==> src/rtl/clp_out_writer.sv <==
//------------------------------------------------------------------------------
// clp_out_writer: captures CLP result words, applies optional per-lane ReLU and
// writes them to one of two ping-pong feature memories. Rev 1.0
//------------------------------------------------------------------------------
`default_nettype none

module clp_out_writer #(
    parameter int Tm            = 4,
    parameter int FEATURE_WIDTH = 8,
    parameter int ADDR_WIDTH    = 13
) (
    input  logic                          clk,
    input  logic                          rst,
    input  logic                          state,
    input  logic                          feature_out_select,
    input  logic                          relu_enable,
    input  logic [15:0]                   out_count,
    input  logic                          CLP_output_flag,
    input  logic [Tm*FEATURE_WIDTH-1:0]   CLP_output,
    output logic                          feature_mem_write_enable_0,
    output logic                          feature_mem_write_enable_1,
    output logic [ADDR_WIDTH-1:0]         feature_mem_write_addr_0,
    output logic [ADDR_WIDTH-1:0]         feature_mem_write_addr_1,
    output logic [Tm*FEATURE_WIDTH-1:0]   feature_mem_write_data_0,
    output logic [Tm*FEATURE_WIDTH-1:0]   feature_mem_write_data_1,
    output logic                          layer_done,
    output logic [15:0]                   words_written,
    output logic                          err_overflow,
    output logic                          err_short,
    output logic                          err_idle_flag
);

    localparam int         c_WORD_W = Tm * FEATURE_WIDTH;
    localparam logic [1:0] c_IDLE   = 2'd0;
    localparam logic [1:0] c_RUN    = 2'd1;
    localparam logic [1:0] c_DONE   = 2'd2;

    logic [1:0]            r_fsm;
    logic                  r_state_d;
    logic                  r_sel;
    logic                  r_relu;
    logic [15:0]           r_count;
    logic [15:0]           r_words;
    logic [ADDR_WIDTH-1:0] r_addr;
    logic                  r_we0;
    logic                  r_we1;
    logic [ADDR_WIDTH-1:0] r_wr_addr;
    logic [c_WORD_W-1:0]   r_wr_data;
    logic                  r_layer_done;
    logic                  r_err_overflow;
    logic                  r_err_short;
    logic                  r_err_idle;

    logic                  w_start;
    logic                  w_last;
    logic [c_WORD_W-1:0]   w_relu_word;

    assign w_start = state & ~r_state_d;
    assign w_last  = ((r_words + 16'd1) == r_count);

    for (genvar i = 0; i < Tm; i++) begin : g_lane
        logic [FEATURE_WIDTH-1:0] w_lane;
        assign w_lane = CLP_output[i*FEATURE_WIDTH +: FEATURE_WIDTH];
        assign w_relu_word[i*FEATURE_WIDTH +: FEATURE_WIDTH] =
            (r_relu && w_lane[FEATURE_WIDTH-1]) ? '0 : w_lane;
    end

    always_ff @(posedge clk or negedge rst) begin
        if (!rst) begin
            r_fsm          <= c_IDLE;
            r_state_d      <= 1'b0;
            r_sel          <= 1'b0;
            r_relu         <= 1'b0;
            r_count        <= '0;
            r_words        <= '0;
            r_addr         <= '0;
            r_we0          <= 1'b0;
            r_we1          <= 1'b0;
            r_wr_addr      <= '0;
            r_wr_data      <= '0;
            r_layer_done   <= 1'b0;
            r_err_overflow <= 1'b0;
            r_err_short    <= 1'b0;
            r_err_idle     <= 1'b0;
        end else begin
            r_state_d    <= state;
            r_we0        <= 1'b0;
            r_we1        <= 1'b0;
            r_layer_done <= 1'b0;
            case (r_fsm)
                c_IDLE: begin
                    if (w_start) begin
                        r_sel          <= feature_out_select;
                        r_relu         <= relu_enable;
                        r_count        <= out_count;
                        r_words        <= '0;
                        r_addr         <= '0;
                        r_err_overflow <= 1'b0;
                        r_err_short    <= 1'b0;
                        r_err_idle     <= 1'b0;
                        if (out_count == 16'd0) begin
                            r_fsm        <= c_DONE;
                            r_layer_done <= 1'b1;
                        end else begin
                            r_fsm <= c_RUN;
                        end
                    end else if (CLP_output_flag) begin
                        r_err_idle <= 1'b1;
                    end
                end
                c_RUN: begin
                    if (CLP_output_flag) begin
                        r_we0     <= ~r_sel;
                        r_we1     <= r_sel;
                        r_wr_addr <= r_addr;
                        r_wr_data <= w_relu_word;
                        r_addr    <= r_addr + 1'b1;
                        r_words   <= r_words + 16'd1;
                    end
                    // Completion takes priority over a simultaneous falling state.
                    if (CLP_output_flag && w_last) begin
                        r_fsm        <= c_DONE;
                        r_layer_done <= 1'b1;
                    end else if (!state) begin
                        r_fsm       <= c_IDLE;
                        r_err_short <= 1'b1;
                    end
                end
                c_DONE: begin
                    if (CLP_output_flag) begin
                        r_err_overflow <= 1'b1;
                    end
                    r_fsm <= c_IDLE;
                end
                default: r_fsm <= c_IDLE;
            endcase
        end
    end

    assign feature_mem_write_enable_0 = r_we0;
    assign feature_mem_write_enable_1 = r_we1;
    assign feature_mem_write_addr_0   = r_wr_addr;
    assign feature_mem_write_addr_1   = r_wr_addr;
    assign feature_mem_write_data_0   = r_wr_data;
    assign feature_mem_write_data_1   = r_wr_data;
    assign layer_done                 = r_layer_done;
    assign words_written              = r_words;
    assign err_overflow               = r_err_overflow;
    assign err_short                  = r_err_short;
    assign err_idle_flag              = r_err_idle;

endmodule

`default_nettype wire
==> config.mk <==
export PLATFORM = sky130hd
export DESIGN_NAME = clp_out_writer
export DESIGN_NICKNAME = d
export VERILOG_FILES = /design/src/rtl/clp_out_writer.sv
export SDC_FILE = /design/constraint.sdc
export NUM_CORES = 1
export LEC_CHECK = 0
export BUFFER_PORTS_ARGS = -buffer_cell sky130_fd_sc_hd__buf_2
export CAP_MARGIN = 5
export CORE_ASPECT_RATIO = 0.5
export CORE_MARGIN = 2
export CORE_UTILIZATION = 51
export CTS_CLUSTER_SIZE = 25
export DETAILED_ROUTE_END_ITERATION = 6
export GPL_ROUTABILITY_DRIVEN = 0
export PLACE_DENSITY = 0.87
export SLEW_MARGIN = 20
export SYNTH_ARGS = -nofsm -noshare
export SYNTH_HDL_FRONTEND = slang
export SYNTH_SLANG_ARGS = --single-unit
==> constraint.sdc <==
create_clock -name clk -period 2.36 [get_ports clk]
set_input_delay 0.118 -clock clk [delete_from_list [all_inputs] [get_ports clk]]
set_output_delay 0.118 -clock clk [all_outputs]
set_load 0.05 [all_outputs]
==> results_dict.tcl, run 1 <==
set metrics [dict create \
    start_util_pct 53.5 \
    ys_seq_area_share_pct 48.9 \
    die_h_um 75.2 \
    die_x_um 146 \
    drive_gt1_share_pct 29.6 \
    tightest_slew_ns 0.769 \
    ant_nets 0 \
    core_um2 9670 \
    power_density_nw_per_um2 826 \
    fin_skew_ns 0.00955 \
    syn-cell-area_um2 5170 \
    p_leak_uw 0.00348 \
    switching_power_uw 2280 \
    async_reset_ff_share_pct 100 \
    grt_max_degree 70 \
    drt_wl_total_um 13500 \
    outcome "finished, final reports clean" \
    cts_buffers 9 \
    setup_violations 0 \
    p_int_uw 3120 \
    crit_path_end_kind "flop" \
    ys_types 56 \
    ios 166 \
    combPwrFrac_pct 34.5 \
    placed_cell_area_um2 5800 \
    synth_ff_type "dfrtp_1" \
    fmax_ghz 0.453 \
    grt_pass1_wl_um 21200 \
    clkSinkCount 101 \
    fp-row-count 25 \
    overflow 0 \
    synth_area_per_cell_um2 8.90 \
    ys.warnings.count 0 \
    grt_usage_pct 24.4 \
    clock-root-buffer "clkbuf_16" \
    worst_slack_ns 0.155 \
    slew_violations 0 \
    start_kind "flop" \
    clk_latency_ns 0.35 \
    drtIter0Drc 375 \
    maxCapViolCount 0 \
    critPathKind "flop to flop" \
    ys_ff_latch 101 \
    synth_edf_count 0 \
    fin_nets 794 \
    clockBufferDepth 2 \
    grt_pass1_vias 4381 \
    dr.pass1.iters 5 \
    crit_arrival_ns 2.43 \
    fin_crit_ns 2.21 \
    placement.io_buffers 165 \
    switching_share_pct 42.2 \
    dp_slack_ns 0.0266 \
    seq_power_share_pct 39.3 \
    grt_antenna_before_repair 0 \
    hpwl_um 9150 \
    vdd.ir_drop.worst_mv 0.361 \
    wl_per_cell_um 15.4 \
    via_per_inst 5.32 \
    cp.required_ns 2.58 \
    cts_tree "yes" \
    drc 0 \
    maxSlewHeadroom_pct 48.7 \
    syn_inst 581 \
    dieArea_um2 11000 \
    htree_levels 3 \
    fin_crit_sh_pct 93.4 \
    area_growth_pct 26.2 \
    via_count 4673 \
    final_cell_area_um2 6530 \
    path_max_fanout 7 \
    hold_path_class "input pin to flop" \
    cts.reportedPaths.clkPinSlew_ns 0.07 \
    pwr-share-clk_pct 26.2 \
    hold_viol_final 0 \
    num_antenna_cells 0 \
    syn_nets 637 \
]
-- sequential cells by signal (all words and copies together), names as in the netlist --
register	count
err_idle_flag	1
err_overflow	1
err_short	1
feature_mem_write_addr_0	13
feature_mem_write_data_0	32
feature_mem_write_enable_0	1
feature_mem_write_enable_1	1
layer_done	1
r_addr	13
r_count	16
r_fsm	2
r_relu	1
r_sel	1
r_state_d	1
words_written	16
-- Yosys cell counts (3+ instances only) --
| master | number | share of area (%) |
|---|---|---|
| nand2b_1 | 7 | 0.85 |
| buf_6 | 4 | 0.87 |
| o31ai_1 | 7 | 1.0 |
| nor2b_1 | 3 | 0.36 |
| dfrtp_1 | 101 | 49 |
| a21oi_1 | 6 | 0.58 |
| buf_4 | 46 | 6.7 |
| a31oi_1 | 6 | 0.73 |
| nand4_1 | 12 | 1.5 |
| nor3_1 | 4 | 0.39 |
| inv_1 | 5 | 0.36 |
| or4_1 | 3 | 0.44 |
| and3_1 | 5 | 0.60 |
| nand3_1 | 39 | 3.8 |
| nand2_1 | 179 | 13 |
| buf_2 | 3 | 0.29 |
| or3_1 | 3 | 0.36 |
| xor2_1 | 14 | 2.4 |
| buf_1 | 3 | 0.22 |
| nor4_1 | 4 | 0.48 |
| nor2_1 | 27 | 2.0 |
| clkbuf_1 | 17 | 1.2 |
| o21ai_0 | 30 | 2.9 |
| xnor2_1 | 12 | 2.0 |
-- repair_timing --
action	CTS	global route
endpoints found under the hold margin	98	0
resized for setup	0	6
hold buffers	43	0
endpoints found under the setup margin	0	4
setup buffers	0	0
-- cell type report --
class / count / area, um^2
Inverter: 5 / 18.8
Fill cell: 789 / 3140
Clock buffer: 10 / 239
Sequential cell: 101 / 2540
Tap cell: 135 / 169
Clock inverter: 6 / 45.0
Timing Repair Buffer: 219 / 1350
Multi-Input combinational cell: 402 / 2170
-- layer usage --
metal	vias up	wire (um)	track usage, %
met5	-	0	0
met4	0	273	9.17
met3	25	779	4.85
met2	180	6680	43.6
met1	2237	5760	30.6
li1	2231	-	-
-- logic make-up after synthesis --
group | share of synthesized area [%]
AOI/OAI and AO/OA | 8.13
and+or+nand+nor | 28.3
xor gates and xnor gates | 4.40
adders and majority gates | 0.484
buffers and inverters | 9.65
DFF | 48.9
muxes | 0.193
-- power groups by stage --
| stage | Clock (uW) | Combinational [uW] | Sequential, uW |
|---|---|---|---|
| floorplan | 0 | 1010 | 2630 |
| global placement | 0 | 1780 | 2130 |
| detailed placement | 0 | 1800 | 2150 |
| CTS | 1450 | 1860 | 2110 |
| global route | 1510 | 1970 | 2150 |
| finish | 1410 | 1860 | 2120 |
-- layout by cell type (no fill, tap or decap), types with 2 or more instances in the layout --
cell type      instances
nand2_1              179
buf_2                164
dfrtp_1               94
dlygate4sd3_1         43
nand3_1               38
o21ai_0               30
nor2_1                26
xor2_1                14
xnor2_1               12
nand4_1               12
buf_4                 11
clkbuf_16              9
nand2b_1               7
o31ai_1                7
dfrtp_2                7
a31oi_1                6
a21oi_1                6
inv_1                  5
nor3_1                 4
and3_1                 4
nor4_1                 4
nor2b_1                3
nor2_2                 3
or4_1                  3
or3_1                  3
clkinvlp_4             3
nor4_4                 2
and4_1                 2
o211ai_1               2
and3_2                 2
a41o_2                 2
and2_1                 2
a22o_1                 2
inv_6                  2
-- critical path, cell delays in order (launching register included) --
cell and delay (ns):
dfrtp_2 0.46, nand4_4 0.20, nor4_4 0.36, xnor2_1 0.23, or3b_2 0.49, nor4_2 0.20
a31oi_1 0.13
-- per-stage QoR --
step           power [uW]  hold slack [ns]  std cells  setup TNS (ns)  utilization, %
3_3_place_gp         3910            0.215        819               0            60.0
5_1_grt              5630          0.00708        878     -0.00000466            67.5
2_1_floorplan        3650           -0.178        581         -0.0183               -
4_1_cts              5420          0.00354        878               0            67.4
6_report             5390           0.0104        878               0            67.5
3_5_place_dp         3950            0.231        819               0            60.0
-- path summary, 6_finish.rpt --
path | start | endpoint | slack [ns] | cells after the start
worst min register to register | r_sel$_DFFE_PN0P_ | feature_mem_write_enable_0$_DFF_PN0_ | 0.44 | 1
max in group asynchronous | rst | words_written[10]$_DFFE_PN0P_ | 1.31 | 3
worst min-delay path | out_count[8] | r_count[8]$_DFFE_PN0P_ | 0.01 | 3
min in group asynchronous | rst | r_count[2]$_DFFE_PN0P_ | 0.37 | 2
worst max register to register | words_written[0]$_DFFE_PN0P_ | r_fsm[0]$_DFFE_PN0P_ | 0.15 | 6
worst max-delay path | words_written[0]$_DFFE_PN0P_ | r_fsm[0]$_DFFE_PN0P_ | 0.15 | 6
No activity file was read; power rests on OpenSTA's default activity.
==> run 2, diff against run 1 <==
- PLACE_DENSITY: 0.87 -> 0.89
==> run 2 against run 1 <==
Compared with the run above:
- the flow now finishes with violations (hold timing)
- register-to-register slack about the same
- via count down 2.8%
- non-clock buffer count down 19
- hold slack worse by 0.012 ns
- clock power up 13%
- setup slack improved by 0.0048 ns
- total power is 2.7% higher
- clock skew is 0.0048 ns lower
- critical path type unchanged
- critical endpoint unchanged
- largest cell class unchanged
- largest power group unchanged
==> results_dict.tcl, run 2 (synthesis gave the netlist of run 1 again) <==
set metrics [dict create \
    regArea_um2 2530 \
    die_h_um 75.2 \
    fmax_ghz 0.454 \
    nFillCells 795 \
    drt_wl_total_um 12800 \
    hold_path_class "input pin to flop" \
    grt_pass1_vias 4016 \
    violations "hold timing" \
    grt_usage_pct 23.1 \
    fin_skew_ns 0.00471 \
    via_per_inst 5.29 \
    path_cells "nand3_4 -> nor4_4 -> xnor2_1 -> or3b_2 -> nor4_4 -> a31oi_1" \
    clockBufferDepth 2 \
    fin_crit_ns 2.20 \
    ios 166 \
    final_common_cell "nand2_1" \
    power_density_nw_per_um2 868 \
    overflow 0 \
    setup_violations 0 \
    fin_hold_ws_ns -0.00132 \
    cp.required_ns 2.57 \
    crit_arrival_ns 2.41 \
    cts_tree "yes" \
    slew_violations 0 \
    tightest_slew_ns 0.766 \
    grt_pass1_wl_um 20100 \
    outcome "finished with violations" \
    dr.pass1.iters 5 \
    vdd.ir_drop.worst_mv 0.384 \
    finish.utilization_pct 66.1 \
    placement.io_buffers 165 \
    wl_per_cell_um 14.9 \
    dp_slack_ns 0.0934 \
    core_um2 9670 \
    hold_viol_final 1 \
    multi_input_area_um2 2180 \
    cts.reportedPaths.clkPinSlew_ns 0.06 \
    path_max_fanout 7 \
    start_kind "flop" \
    crit_path_end_kind "flop" \
    maxCapViolCount 0 \
    grt_max_degree 70 \
    p_leak_uw 0.00344 \
    final_cell_area_um2 6380 \
    post_cts_buffers 0 \
    crit_slowest_cell "or3b_2" \
    cts_buffers 9 \
    mostFrequentLayoutCells "179 x nand2_1, 164 x buf_2, 95 x dfrtp_1" \
    via_count 4541 \
    critPathKind "flop to flop" \
    htree_levels 3 \
    start_util_pct 53.5 \
    clk_latency_ns 0.34 \
    cp_top_family "simple AND/OR/NAND/NOR gates" \
    critPathMaxStageDelay_ns 0.51 \
    die_x_um 146 \
    crit_buf_inv 0 \
    worst_slack_ns 0.160 \
    fin_crit_sh_pct 93.2 \
    drc 0 \
    grt_antenna_before_repair 0 \
    grt_setup_unrepaired "no" \
    num_antenna_cells 0 \
    largest_reg_flops 32 \
    total_power_uw 5540 \
    maxSlewHeadroom_pct 48.9 \
    placed_cell_area_um2 5810 \
    dieArea_um2 11000 \
    drive_gt1_share_pct 30.2 \
    fin_nets 775 \
    clkSinkCount 101 \
    cpMostUsedCell "nor4_4" \
    drtIter0Drc 297 \
    hpwl_um 9000 \
    area_growth_pct 23.4 \
    ant_nets 0 \
    fp-row-count 25 \
    clock-root-buffer "clkbuf_16" \
]
==> run 2: changes by cell type in the layout (fill, tap and decap cells not counted), moves of 2 or more <==
cell           previous run  this run
bufinv_16                 0         2
clkinvlp_4                3         0
dlygate4sd3_1            43        23
inv_6                     2         0
==> run 2: final cells by class <==
cell class                      instances  share of cell area (%)
Sequential cell                       101                    39.7
Multi-Input combinational cell        402                    34.1
Timing Repair Buffer                  200                    18.2
Clock buffer                           12                    4.02
Tap cell                              135                    2.65
Clock inverter                          3                    1.08
Inverter                                5                   0.294
==> run 2: metal layers <==
metal  GRT usage (%)  wire length (um)  part of all wire (%)  vias to the layer above
met1            30.3              5530                    43                     2170
met5               0                 0                     0                        -
li1                -                 -                     -                     2188
met2            39.7              6270                    49                      170
met3            5.27               804                   6.3                       13
met4            6.80               149                   1.2                        0
==> run 2: repair_timing <==
action,CTS,global route
gates resized for setup,0,5
setup endpoints to repair,0,4
hold endpoints to repair,60,0
hold buffers,23,0
==> run 2: path summary, 6_finish.rpt <==
path | startpoint | to | slack, ns | depth (start not counted)
setup / recovery | words_written[5]$_DFFE_PN0P_ | r_fsm[0]$_DFFE_PN0P_ | 0.16 | 6
hold / removal | out_count[4] | r_count[4]$_DFFE_PN0P_ | -0.001 | 3
setup reg to reg | words_written[5]$_DFFE_PN0P_ | r_fsm[0]$_DFFE_PN0P_ | 0.16 | 6
hold reg to reg | r_sel$_DFFE_PN0P_ | feature_mem_write_enable_0$_DFF_PN0_ | 0.45 | 1
max in group asynchronous | rst | words_written[10]$_DFFE_PN0P_ | 1.31 | 3
min in group asynchronous | rst | words_written[0]$_DFFE_PN0P_ | 0.31 | 2
==> run 2: tightest hold or removal path, cell delays in order <==
cell and delay (ns):
buf_2 0.09, nand2_1 0.04, nand2_1 0.05
==> run 2: metrics by stage <==
| stage | cells | setup TNS (ns) |
|---|---|---|
| 2_1_floorplan | 581 | -0.0183 |
| 3_3_place_gp | 820 | 0 |
| 3_5_place_dp | 820 | 0 |
| 4_1_cts | 858 | 0 |
| 5_1_grt | 858 | 0 |
| 6_report | 858 | 0 |
==> run 2: power breakdown <==
part | leakage [uW] | switching, uW | internal, uW
Combinational | 0.00196 | 1420 | 413
Clock | 0.000159 | 608 | 983
Sequential | 0.00132 | 178 | 1940
Total | 0.00344 | 2210 | 3330
==> run 3, diff against run 2 <==
- BUFFER_PORTS_ARGS: -buffer_cell sky130_fd_sc_hd__buf_2 -> not set
- CORE_UTILIZATION: 51 -> 60
- CTS_CLUSTER_DIAMETER: not set -> 120
- DONT_BUFFER_PORTS: not set -> 1
- PLACE_DENSITY: 0.89 -> 0.85
- clock period: 2.36 -> 2.44 ns (I/O delays scaled with it)
==> run 3 against run 2 <==
Compared with the run above:
- the run still ends with hold timing left
- cell count down 12%
- core utilization up 10 points
- clock-buffer cell count unchanged
- sequential share of layout area up 1.0 points
- sequential power up 9%
- via count down 4.0%
- register-to-register slack about the same
- die area down 14%
- largest cell class unchanged
- largest power group unchanged
==> results_dict.tcl, run 3 (synthesis gave the netlist of run 1 again) <==
set metrics [dict create \
    ios 166 \
    placement.io_buffers 0 \
    core_um2 8170 \
    start_util_pct 63.3 \
    violations "hold timing" \
    clock-root-buffer "clkbuf_16" \
    fin_crit_sh_pct 92.9 \
    hold_path_class "input pin to async pin" \
    hpwl_um 8580 \
    tightest_slew_ns 0.905 \
    fin_skew_ns 0.00812 \
    drc 0 \
    die_x_um 135 \
    critPathKind "flop to flop" \
    ff2ff_path_depth 7 \
    final_common_cell "nand2_1" \
    start_kind "flop" \
    mostFrequentLayoutCells "179 x nand2_1, 99 x dfrtp_1, 68 x buf_4" \
    fin_crit_ns 2.27 \
    fin_nets 695 \
    final_cells 755 \
    reg2reg_slack_ns 0.17 \
    drive_gt1_share_pct 16.3 \
    drtIter0Drc 290 \
    regArea_um2 2530 \
    fin_setup_tns_ns 0 \
    largest_reg_flops 32 \
    overflow 0 \
    clkSinkCount 101 \
    ant_nets 0 \
    maxCapViolCount 0 \
    clk_latency_ns 0.34 \
    cp.required_ns 2.69 \
    clockBufferDepth 2 \
    hold_viol_final 101 \
    setup_violations 0 \
    slew_violations 0 \
    dr.pass1.iters 5 \
    cts_tree "yes" \
    nFillCells 564 \
    num_antenna_cells 0 \
    critPathCapture "err_short$_DFFE_PN0P_" \
    fp-row-count 23 \
    multi_input_area_um2 2170 \
    final_cell_area_um2 6210 \
    grt_usage_pct 29.1 \
    outcome "finished with violations" \
    p_leak_uw 0.00308 \
    placed_cell_area_um2 5360 \
    grt_antenna_before_repair 0 \
    via_count 4361 \
    maxSlewHeadroom_pct 39.6 \
    timing.rr.start "words_written[1]$_DFFE_PN0P_" \
    post_cts_buffers 0 \
    die_h_um 69.7 \
    dp_cells 688 \
    critPathLaunch "words_written[1]$_DFFE_PN0P_" \
    fmax_ghz 0.441 \
    rr_endpoint "err_short$_DFFE_PN0P_" \
    cts.reportedPaths.clkPinSlew_ns 0.07 \
    path_max_fanout 12 \
    grt_pass1_vias 4390 \
    htree_levels 3 \
    fin_hold_ws_ns -0.527 \
    cts_buffers 9 \
    area_growth_pct 20.1 \
    total_power_uw 5310 \
    crit_path_end_kind "flop" \
    wl_per_cell_um 17.5 \
    dieArea_um2 9430 \
    via_per_inst 5.78 \
    grt_setup_unrepaired "no" \
    cts_hold_buf 52 \
    grt_pass1_wl_um 21500 \
    power_density_nw_per_um2 854 \
    vdd.ir_drop.worst_mv 0.552 \
    drt_wl_total_um 13200 \
    crit_arrival_ns 2.51 \
    grt_max_degree 102 \
]
==> run 3: changes by cell type in the layout (fill, tap and decap cells not counted) <==
cell,change
dfrtp_2,-4
dlygate4sd3_1,+29
nor4_4,-1
buf_4,+56
buf_12,-1
dfrtp_1,+4
nor4_2,+1
buf_2,-164
==> run 3: critical path, cell delays in order, from the launching register on <==
cell and delay [ns]:
dfrtp_1 0.47, ha_2 0.30, nand3_2 0.23, o311ai_0 0.38
o2111ai_1 0.17, o211a_2 0.32, o31a_1 0.24, o31ai_1 0.07
==> run 3: worst min-delay path by stage <==
stage               slack (ns)  start                      endpoint  cells after the start
finish                   -0.53    rst  words_written[3]$_DFFE_PN0P_                      0
global route             -0.55    rst        r_count[0]$_DFFE_PN0P_                      0
CTS                      -0.54    rst        r_count[0]$_DFFE_PN0P_                      0
detailed placement       -0.17    rst        r_count[0]$_DFFE_PN0P_                      0
global placement         -0.17    rst        r_count[0]$_DFFE_PN0P_                      0
floorplan                -0.17    rst     err_idle_flag$_DFFE_PN0P_                      0
==> run 3: layer usage <==
layer,up-vias,share of wire (%),global-route usage [%]
li1,2028,-,-
met1,2117,41,35.8
met4,0,1.4,8.45
met3,22,8.0,9.36
met2,194,49,49.3
met5,-,0,0
==> run 3: metrics by stage <==
| step | utilization, % | setup WS, ns |
|---|---|---|
| 6_report | 76.0 | 0.174 |
| 4_1_cts | 75.9 | 0.129 |
| 3_3_place_gp | 65.5 | 0.220 |
| 5_1_grt | 76.0 | 0.0580 |
| 2_1_floorplan | - | 0.00783 |
| 3_5_place_dp | 65.5 | 0.0257 |
==> run 3: layout make-up <==
type | count | share of cell area (%)
tap | 112 | 2.26
clock buffer | 12 | 4.13
clock inverter | 3 | 1.11
inverter | 5 | 0.302
multi-input combinational | 402 | 34.9
timing repair buffer | 120 | 16.6
sequential | 101 | 40.7
==> run 3: what timing repair did <==
item / CTS / global route
pin swaps: 0 / 0
gates cloned: 0 / 0
hold endpoints to repair: 156 / 101
endpoints found under the setup margin: 1 / 1
resized for setup: 1 / 1
==> run 3: power by group <==
part	internal, uW	switching (uW)	total (uW)
registers	1870	428	2290
logic	378	1090	1460
clock network	951	597	1550
total	3200	2110	5310
